## src/rtl/cal_flags_reg.sv

```systemverilog
// cal_flags_reg: registered NZCV flag unit behind the ALU result stage.
// Captures flags on a valid/write-enable handshake, keeps sticky carry and
// overflow status with a saturating overflow-event counter, and evaluates a
// 4-bit condition code against the held flags.
module cal_flags_reg #(
    parameter int unsigned WIDTH = 8,
    parameter int unsigned CNT_W = 4
) (
    input  logic             clk,
    input  logic             reset_n,
    input  logic             valid_in,
    input  logic             flag_we,
    input  logic [2:0]       op,
    input  logic [WIDTH-1:0] result,
    input  logic             co_add,
    input  logic             cm_add,
    input  logic             sticky_clr,
    input  logic [3:0]       cond,
    output logic             c,
    output logic             n,
    output logic             z,
    output logic             v,
    output logic             valid_out,
    output logic             sticky_c,
    output logic             sticky_v,
    output logic [CNT_W-1:0] ovf_cnt,
    output logic             cond_true
);

    logic arith;
    logic upd;
    logic c_new;
    logic v_new;
    logic n_new;
    logic z_new;

    // Next-flag values derived from the current ALU result and adder carries
    always_comb begin
        arith = (op == 3'b110) || (op == 3'b111);
        upd   = valid_in & flag_we;
        n_new = result[WIDTH-1];
        z_new = (result == '0);
        c_new = arith ? co_add : 1'b0;
        v_new = arith ? (co_add ^ cm_add) : 1'b0;
    end

    // Flag register: loads on an accepted update, otherwise holds
    always_ff @(posedge clk or negedge reset_n) begin
        if (!reset_n) begin
            c <= 1'b0;
            n <= 1'b0;
            z <= 1'b0;
            v <= 1'b0;
        end else if (upd) begin
            c <= c_new;
            n <= n_new;
            z <= z_new;
            v <= v_new;
        end
    end

    // Valid pipeline stage, independent of flag_we
    always_ff @(posedge clk or negedge reset_n) begin
        if (!reset_n) begin
            valid_out <= 1'b0;
        end else begin
            valid_out <= valid_in;
        end
    end

    // Sticky status; a set in the same cycle as a clear wins
    always_ff @(posedge clk or negedge reset_n) begin
        if (!reset_n) begin
            sticky_c <= 1'b0;
            sticky_v <= 1'b0;
        end else begin
            sticky_c <= (sticky_c & ~sticky_clr) | (upd & c_new);
            sticky_v <= (sticky_v & ~sticky_clr) | (upd & v_new);
        end
    end

    // Saturating overflow-event counter; clear reloads with the current event
    always_ff @(posedge clk or negedge reset_n) begin
        if (!reset_n) begin
            ovf_cnt <= '0;
        end else if (sticky_clr) begin
            ovf_cnt <= (upd & v_new) ? CNT_W'(1) : '0;
        end else if (upd & v_new) begin
            if (ovf_cnt != '1) begin
                ovf_cnt <= ovf_cnt + CNT_W'(1);
            end
        end
    end

    // Condition-code evaluation against the registered flags only
    always_comb begin
        cond_true = 1'b0;
        unique case (cond)
            4'd0:  cond_true = z;
            4'd1:  cond_true = ~z;
            4'd2:  cond_true = c;
            4'd3:  cond_true = ~c;
            4'd4:  cond_true = n;
            4'd5:  cond_true = ~n;
            4'd6:  cond_true = v;
            4'd7:  cond_true = ~v;
            4'd8:  cond_true = c & ~z;
            4'd9:  cond_true = ~c | z;
            4'd10: cond_true = (n == v);
            4'd11: cond_true = (n != v);
            4'd12: cond_true = ~z & (n == v);
            4'd13: cond_true = z | (n != v);
            4'd14: cond_true = 1'b1;
            4'd15: cond_true = 1'b0;
            default: cond_true = 1'b0;
        endcase
    end

endmodule

```

## config.mk

```make
export PLATFORM = sky130hd
export DESIGN_NAME = cal_flags_reg
export DESIGN_NICKNAME = d
export VERILOG_FILES = /design/src/rtl/cal_flags_reg.sv
export SDC_FILE = /design/constraint.sdc
export NUM_CORES = 1
export LEC_CHECK = 0
export BUFFER_PORTS_ARGS = -buffer_cell sky130_fd_sc_hd__buf_4
export CAP_MARGIN = 20
export CORE_MARGIN = 4
export CORE_UTILIZATION = 38
export DETAILED_ROUTE_END_ITERATION = 6
export PLACE_DENSITY = 0.73
export SKIP_LAST_GASP = 1
export SLEW_MARGIN = 15
export SYNTH_ARGS = -nofsm -noshare
export SYNTH_HDL_FRONTEND = slang
export SYNTH_SLANG_ARGS = --single-unit
```

## constraint.sdc

```tcl
create_clock -name clk -period 1.6 [get_ports clk]
set_clock_uncertainty 0.15 [all_clocks]
set_input_delay 0.08 -clock clk [delete_from_list [all_inputs] [get_ports clk]]
set_output_delay 0.08 -clock clk [all_outputs]
set_load 0.005 [all_outputs]
```

After elaboration in Yosys (flattened, before gate mapping)
Index checks and enable logic that the tools add are counted.

storage, ports and cells
  register bits after elaboration = 11
  output and inout bits = 12
  input port bits = 22

cells by class
  bitwise logic cells = 17
  multiplexer cells = 7
  equal/unequal tests = 20
  reductions and logical operators = 6
  add/subtract/negate cells = 1

operators with widths
  kind                                                 count
  equality test 4 bit, second input constant           8
  equality test 4 x 3 -> 1 bit, second input constant  4
  case mux 1 bit (16 select lines)                     1
  2-to-1 mux 4 bit                                     3
  equality test 4 x 2 -> 1 bit, second input constant  2
  logical NOT 8 bit                                    1
  bitwise AND 1 bit                                    7
  equality test 3 bit, second input constant           2
  inverter 1 bit                                       5
  adder 4 x 1 -> 4 bit, second input constant          1
  equality test 4 x 1 -> 1 bit, second input constant  1
  logical NOT 4 bit                                    1
  != test 4 bit, second input constant                 1
  OR 1 bit                                             4
  nonzero test 2 bit                                   2
  2-to-1 mux 1 bit                                     3
  AND reduction 2 bit                                  1
  equality test 1 bit                                  1
  logical OR 1 bit                                     1
  != test 1 bit                                        1
  bitwise XOR 1 bit                                    1

Longest topological paths before layout
Gate-level depths: netlist (run 1).

  depth after elaboration = 6
  depth in mapped cells = 5
  mapped depth without buffers = 5

Worst setup path after synthesis (run 1)
OpenSTA, ideal clock, no wires.

  kind = flip-flop to flip-flop
  start point = register ovf_cnt[0]
  end point = register ovf_cnt[1]
  setup time = 0.119 ns
  stages on the path, launching flop included = 6
  path slack = 0.085 ns
  arrival = 1.247 ns
  clock period less this slack = 1.515 ns
  data required time = 1.331 ns
  buffers on the path = 0
  cells stage by stage = dfrtp_1 -> ha_1 -> and3_1 -> nor3_1 -> mux2i_1 -> nor2_1

between the ends
  cells in the longest elaborated chain, start to end = 4
  elaborated cells on any way between the ends = 7
  classes of those cells = add/sub (1); eq/ne (1); mux (3); reduce/logical (2)

ends and longest elaborated chain
  what                    RTL line  source
  start, declared         26        output logic [CNT_W-1:0] ovf_cnt,
  start signal, assigned  87        ovf_cnt <= (upd & v_new) ? CNT_W'(1) : '0;
  start signal, assigned  90        ovf_cnt <= ovf_cnt + CNT_W'(1);
  adder 4 x 1 -> 4 bit    90
  2-to-1 mux 4 bit        89        if (ovf_cnt != '1) begin
  2-to-1 mux 4 bit        88        end else if (upd & v_new) begin
  2-to-1 mux 4 bit        86        end else if (sticky_clr) begin

Parallel ways exist; a longest one is shown, timed or not. The select of a mux whose other input is x is not followed.
A chain may end at the register's enable or synchronous reset.

Worst setup path in the final report (run 1)
  start point = register v
  end point = output port cond_true

between the ends
  cells in the longest elaborated chain, start to end = 3
  elaborated cells on any way between the ends = 6
  classes of those cells = eq/ne (2); mux (1); bitwise (3)

ends and longest elaborated chain
  what                                                  RTL line  source
  start, declared                                       22        output logic v,
  start signal, assigned                                58        v <= v_new;
  != test 1 bit or equality test 1 bit (tied branches)  n/a
  OR 1 bit or bitwise AND 1 bit (tied branches)         112, 111
  case mux 1 bit (16 select lines) *                    98        unique case (cond)
  end, declared                                         27        output logic cond_true

Every way passes the cells marked *; elsewhere a longest branch is shown, timed or not.

==> results.md, run 1 <==
* RePlAce Congestion at 0.857
* Placed cells at around 120
* Floorplan row count at 14
* Critical path arrival at roughly 1.6 ns
* Layout net count at 148
* I/O Pins at 34
* RR Startpoint: ovf_cnt[1]$_DFFE_PN0P_
* Crit share post-route at 112%
* WL final at 2150 um
* Die ar. at 2370 um^2
* Per-cell routed wire length at ~15 um
* FF-to-FF setup slack at 0.04 ns
* Net count after synthesis at 92
* CTS Root Cell: clkbuf_4
* Initial antenna violation count at 0
* CTS tree: yes
* Core ar. at 1540 um^2
* Clock Tree Buf Depth at 2
* Final Non-Filler Cells at 140
* Post-synth ARST share at 100%
* Yosys cell types at 31
* Max Fclk at approximately 560 MHz
* Initial Utilization at about two fifths
* H-tree level count at 1
* Antenna viol nets, final at 0
* Worst skew pair latency at around 0.27 ns
* R2R Path End: ovf_cnt[1]$_DFFE_PN0P_
* Number of max-cap violations at 0
* # setup viols final at 1
* CP Launch Type: register
* Post-synthesis sequential area ratio at 43.7%
* Via count at 731
* Number of global-route vias before repair at 749
* Initial DRC Count at 15
* Worst VDD drop at 0.496 mV
* Pleak at approximately 0.55 nW
* GRT overflow at 0
* RSZ-0062 raised after global routing: yes
* Final hold viol count at 0
* Required time worst endpoint at around 1.4 ns
* Final core occ at 73.2%
* Antenna cell count at 0
* Multi-input logic area at between 300 and 400 um^2
* Dpl hpwl at 1340 um
* GR Util All Layers at between 15 and 20%
* Worst Reg-to-Reg Cells at 5
* Die span in x at approximately 50 um
* Drt pass-1 iters at 4
* Yosys warnings at 0
* Pwr per Cell Area at 616 nW/um^2
* Pin count of the biggest net entering global routing at 12
* Slew Viols, Final at 0
* Failing checks: negative setup slack
* Critical path peak fanout at 3
* Least-Margin Pin Slew at 0.457 ns
* First-pass GRT wire length at 3220 um
* CTS buffer count at 3
* CTS Sinks at 11
* Fillers at between 100 and 150
* EDFF count, synth at 0
* DRC viols at 0
* Status: finished with violations
* Cells after Synth at 69
* Post-Syn Area at 629 um^2
* Min setup slack post-route at -0.198 ns
* Die Span Y at 48.7 um
* Ys flop type: dfrtp_1
* Crit Path Category: register to output port
* Hold Crit Class: input port to asynchronous set/reset pin
* Mean post-synth cell area at 9.12 um^2
* Sequential cell area at ~280 um^2
* Vias/cell at 5.22
* Area growth syn-to-layout at 79.3%
* Clock transition at path regs at 0.08 ns
* Critical path endpoint category: output port
* Fin crit period at 1.80 ns
* Share of cells above drive strength 1 at between 40% and 50%
* IO buf count at 32
* Yosys reg bits at 11
* Worst slew margin at between 60% and 70%
[registers in the layout, summed over array words and instances (netlist names)]
name       cells
v              1
valid_out      1
n              1
z              1
sticky_v       1
sticky_c       1
ovf_cnt        4
c              1
[power breakdown]
part           switching (mW)  leakage [nW]  internal (mW)
Combinational          0.0774         0.386          0.119
Clock                   0.102        0.0150         0.0966
Sequential             0.0114         0.146          0.290
Total                   0.191         0.547          0.505
[through the flow]
step	area [um^2]	power [mW]	worst slack, ns	hold WS (ns)	TNS, ns
2_1_floorplan	629	0.365	0.0847	-0.366	0
3_3_place_gp	900	0.449	0.0743	-0.231	0
3_5_place_dp	900	0.453	-0.0284	-0.226	-0.0284
4_1_cts	1100	0.678	-0.112	0.0253	-0.112
5_1_grt	1130	0.731	-0.287	0.0303	-0.321
6_report	1130	0.696	-0.198	0.0103	-0.198
[how the worst max path moves through the flow]
stage | start | end | slack (ns) | depth (start not counted)
after floorplan | ovf_cnt[0]$_DFFE_PN0P_ | ovf_cnt[1]$_DFFE_PN0P_ | 0.08 | 5
after global placement | ovf_cnt[0]$_DFFE_PN0P_ | ovf_cnt[1]$_DFFE_PN0P_ | 0.07 | 5
after detailed placement | ovf_cnt[0]$_DFFE_PN0P_ | ovf_cnt[1]$_DFFE_PN0P_ | -0.03 | 5
after CTS | z$_DFFE_PN0P_ | cond_true | -0.11 | 5
after global routing | v$_DFFE_PN0P_ | cond_true | -0.29 | 5
final | v$_DFFE_PN0P_ | cond_true | -0.20 | 5
[metal layers]
layer  part of all wire, %  vias up  routed length [um]  GRT usage, %
met5                     0        -                   0             0
met4                  0.98        0                  21          4.04
met3                   5.6        2                 121          6.44
met2                    57       24                1230          33.0
met1                    36      352                 774          16.1
li1                      -      353                   -             -
[layout by cell type (no fill, tap or decap), types with 2 or more instances in the layout]
cell type,netlist,final
a21oi_1,3,3
buf_4,0,40
clkbuf_4,0,3
dfrtp_1,11,10
dlygate4sd3_1,0,12
inv_1,4,4
mux2i_1,3,2
nand2_1,10,10
nor2_1,4,4
nor2b_1,2,2
nor4_1,2,2
o21ai_0,5,5
xor2_1,2,2
[cells in the mapped netlist (all sizes together), types with 2 or more instances]
cell   count  share of area, %
a21oi      3               2.4
dfrtp     11                44
inv        4               2.4
mux2i      3               4.8
nand2     10               6.0
nor2       4               2.4
nor2b      2               2.0
nor3       2               1.6
nor4       2               2.0
o21ai      5               4.0
or2        2               2.4
xnor2      2               2.8
xor2       2               2.8
[critical path, cell delays in order (launching register included)]
cell     delay, ns
dfrtp_1       0.43
xnor2_2       0.16
a21oi_1       0.24
a31oi_1       0.11
o211a_1       0.23
buf_4         0.13
[what timing repair did]
item,4_1_cts,5_1_grt
hold buffers,12,0
hold endpoints to repair,21,0
gates resized for setup,3,5
buffers inserted,5,1
cloned,0,0
setup endpoints to repair,2,2
pin swaps,3,3
[layout make-up]
cell class / instances / share of cell area (%)
Clock buffer: 4 / 2.33
Inverter: 4 / 1.33
Sequential cell: 11 / 24.5
Tap cell: 16 / 1.77
Multi-Input combinational cell: 53 / 32.8
Timing Repair Buffer: 52 / 37.3
[cell families (layout without fill, tap and decap cells)]
family	Yosys count	after routing	share of synthesized area, %
compound gates	15	15	15.3
xor+xnor	4	4	5.57
fa+ha+maj	1	1	1.99
buf+inv	5	60	3.18
flops	11	11	43.7
mux	4	4	6.56
simple gates	29	29	23.7
Power figures use the tool's default switching activity.
==> run 2: changes to the inputs <==
Settings changed: CORE_MARGIN 4 to 10, MAX_ROUTING_LAYER from default to met4.
==> results.md, run 2 (same netlist as run 1, synthesis figures left out) <==
* Status: finished with violations
* Failing checks: negative setup slack
* Min setup slack post-route at -0.154 ns (+0.0449 ns)
* Worst Reg-to-Reg Cells at 5 (unchanged)
* Layout net count at 146 (-1.4%)
* Clock transition at path regs at 0.07 ns (about the same)
* Pin count of the biggest net entering global routing at 12 (unchanged)
* Die ar. at 3680 um^2 (+55%)
* DRC viols at 0 (unchanged)
* Critical path peak fanout at 3 (unchanged)
* Critical-path top delay cell: dfrtp_1
* I/O Pins at 34 (unchanged)
* Crit share post-route at 110% (-2.8 points)
* Area after DPL at 900 um^2 (unchanged)
* Fin crit period at 1.75 ns (-0.0449 ns)
* Most frequent cells in the layout: 37 x buf_4, 12 x dlygate4sd3_1, 10 x nand2_1
* Crit Path Category: register to output port
* Sw frac at 26.3% (-1.1 points)
* DR WL met3 at 133 um (+9.9%)
* Psw at 0.180 mW (-5.5%)
* Top delay family on crit path: flip-flops
* Pwr per Cell Area at 615 nW/um^2 (-0.22%)
* Post-route cell area at 1110 um^2 (-1.2%)
* R2R Path End: ovf_cnt[1]$_DFFE_PN0P_
* Max reg flops at 4 (unchanged)
* GRT overflow at 0 (unchanged)
* Share of cells above drive strength 1 at 42.6% (-0.93 points)
* Worst path depth at 5 (unchanged)
* Via count at 720 (-1.5%)
* RSZ-0062 raised after global routing: yes
* Power share of the clock group at 27.6% (-0.9 points)
* Least-Margin Pin Slew at 0.256 ns (-0.201 ns)
* CTS buffer count at 3 (unchanged)
* Drt pass-1 iters at 4 (unchanged)
* Worst skew pair latency at 0.27 ns (about the same)
* Met2 wire length at 1150 um (-6.5%)
* Hold Crit Class: input port to asynchronous set/reset pin
* Vias/cell at 5.18 (-0.80%)
* Dpl ws at 0.0597 ns (+0.0881 ns)
* Leading cell type in the layout, fill and taps excluded: buf_4
* FF-to-FF setup slack at 0.09 ns (+0.05 ns)
* GR Util All Layers at 11.9% (-5.0 points)
* Worst slew margin at 82.9% (+14 points)
* CTS Root Cell: clkbuf_4
* Metal-1 WL at 795 um (+2.7%)
* Initial DRC Count at 9 (-6)
* Overall Power at 0.686 mW (-1.4%)
* IO buf count at 32 (unchanged)
* WL final at 2120 um (-1.1%)
* Fillers at 125 (+11%)
* Sequential share of power at 44.4% (+1.1 points)
* Slew Viols, Final at 0 (unchanged)
* Per-cell routed wire length at 15.3 um (-0.36%)
* Antenna viol nets, final at 0 (unchanged)
* Max stage delay on crit path at 0.44 ns (about the same)
* CTS tree: yes
* Worst path bufs/invs at 1 (unchanged)
* Pleak at 0.547 nW (about the same)
* Number of global-route vias before repair at 705 (-5.9%)
* Core ar. at 1540 um^2 (unchanged)
* Area growth syn-to-layout at 77.1%
* Uppermost layer routed: met4
* Largest register by flop count: ovf_cnt
* RePlAce Congestion at 0.766 (-11%)
* Critical path endpoint category: output port
* Int Pwr at 0.506 mW (+0.11%)
* CTS Sinks at 11 (unchanged)
* Die Span Y at 60.7 um (+25%)
* Max Fclk at 570 MHz (+2.6%)
* Clock Tree Buf Depth at 2 (unchanged)
* Number of max-cap violations at 0 (unchanged)
* Final hold viol count at 0 (unchanged)
* Worst VDD drop at 0.413 mV (-17%)
* Critical path arrival at 1.52 ns (-0.05 ns)
* # setup viols final at 1 (unchanged)
* WHS at 0.0221 ns (+0.0118 ns)
* CP Launch Type: register
* Dpl hpwl at 1430 um (+6.8%)
* H-tree level count at 1 (unchanged)
* Gate power share at 28.1% (about the same)
* Final core occ at 72.3% (-0.89 points)
* Floorplan row count at 14 (unchanged)
* First-pass GRT wire length at 3180 um (-1.1%)
* Initial antenna violation count at 1 (+1)
* Crit-path cells: xnor2_2 > nand3b_1 > a31o_2 > o211a_1 > buf_6
* Die span in x at 60.7 um (+25%)
* Initial Utilization at 40.8% (unchanged)
* RR Startpoint: ovf_cnt[0]$_DFFE_PN0P_
* Required time worst endpoint at 1.37 ns (about the same)
==> run 2: changes by cell type in the layout (fill, tap and decap cells not counted), sizes merged <==
cell   delta
diode     +1
buf       -2
==> run 2: worst reg2reg max path, stage by stage, from the launching register on <==
cell and delay (ns):
dfrtp_1 0.40, ha_1 0.24, and3_1 0.19, nor3_2 0.18, mux2i_1 0.21, nor2_1 0.05
==> run 2: cell type report <==
type	count	area (um^2)	area share, %
antenna	1	2.50	0.224
clock buffer	4	26.3	2.36
timing repair buffer	50	409	36.7
inverter	4	15.0	1.35
sequential	11	278	24.9
multi-input combinational	53	364	32.7
tap	16	20.0	1.80
==> run 2: worst max path at each step <==
stage / slack (ns) / endpoint / from
2_1_floorplan: 0.08 / ovf_cnt[1]$_DFFE_PN0P_ / ovf_cnt[0]$_DFFE_PN0P_
3_3_place_gp: 0.07 / ovf_cnt[1]$_DFFE_PN0P_ / ovf_cnt[0]$_DFFE_PN0P_
3_5_place_dp: 0.06 / ovf_cnt[1]$_DFFE_PN0P_ / ovf_cnt[0]$_DFFE_PN0P_
4_1_cts: -0.12 / cond_true / n$_DFFE_PN0P_
5_1_grt: -0.24 / cond_true / n$_DFFE_PN0P_
6_report: -0.15 / cond_true / n$_DFFE_PN0P_
==> run 2: per-stage QoR <==
step                cells  setup TNS (ns)
floorplan              69               0
global placement      118               0
detailed placement    118               0
CTS                   137          -0.115
global route          139          -0.285
finish                139          -0.154
==> run 2: power groups by stage <==
stage	registers, mW	logic, mW	clock network (mW)
after detailed placement	0.307	0.146	0
after floorplan	0.307	0.0582	0
after CTS	0.301	0.181	0.195
after global routing	0.306	0.211	0.212
final	0.304	0.192	0.189
after global placement	0.306	0.143	0
==> run 2: layer usage <==
| layer | vias up | global-route usage [%] |
|---|---|---|
| met3 | 5 | 5.01 |
| met2 | 22 | 20.2 |
| li1 | 352 | - |
| met4 | 0 | 5.33 |
| met5 | - | - |
| met1 | 341 | 11.5 |
==> run 2: what timing repair did <==
action	4_1_cts	5_1_grt
hold buffers	12	0
hold endpoints to repair	20	0
gates cloned	0	0
setup endpoints to repair	1	4
gates resized for setup	3	5
pin swaps	4	3
setup buffers	3	1
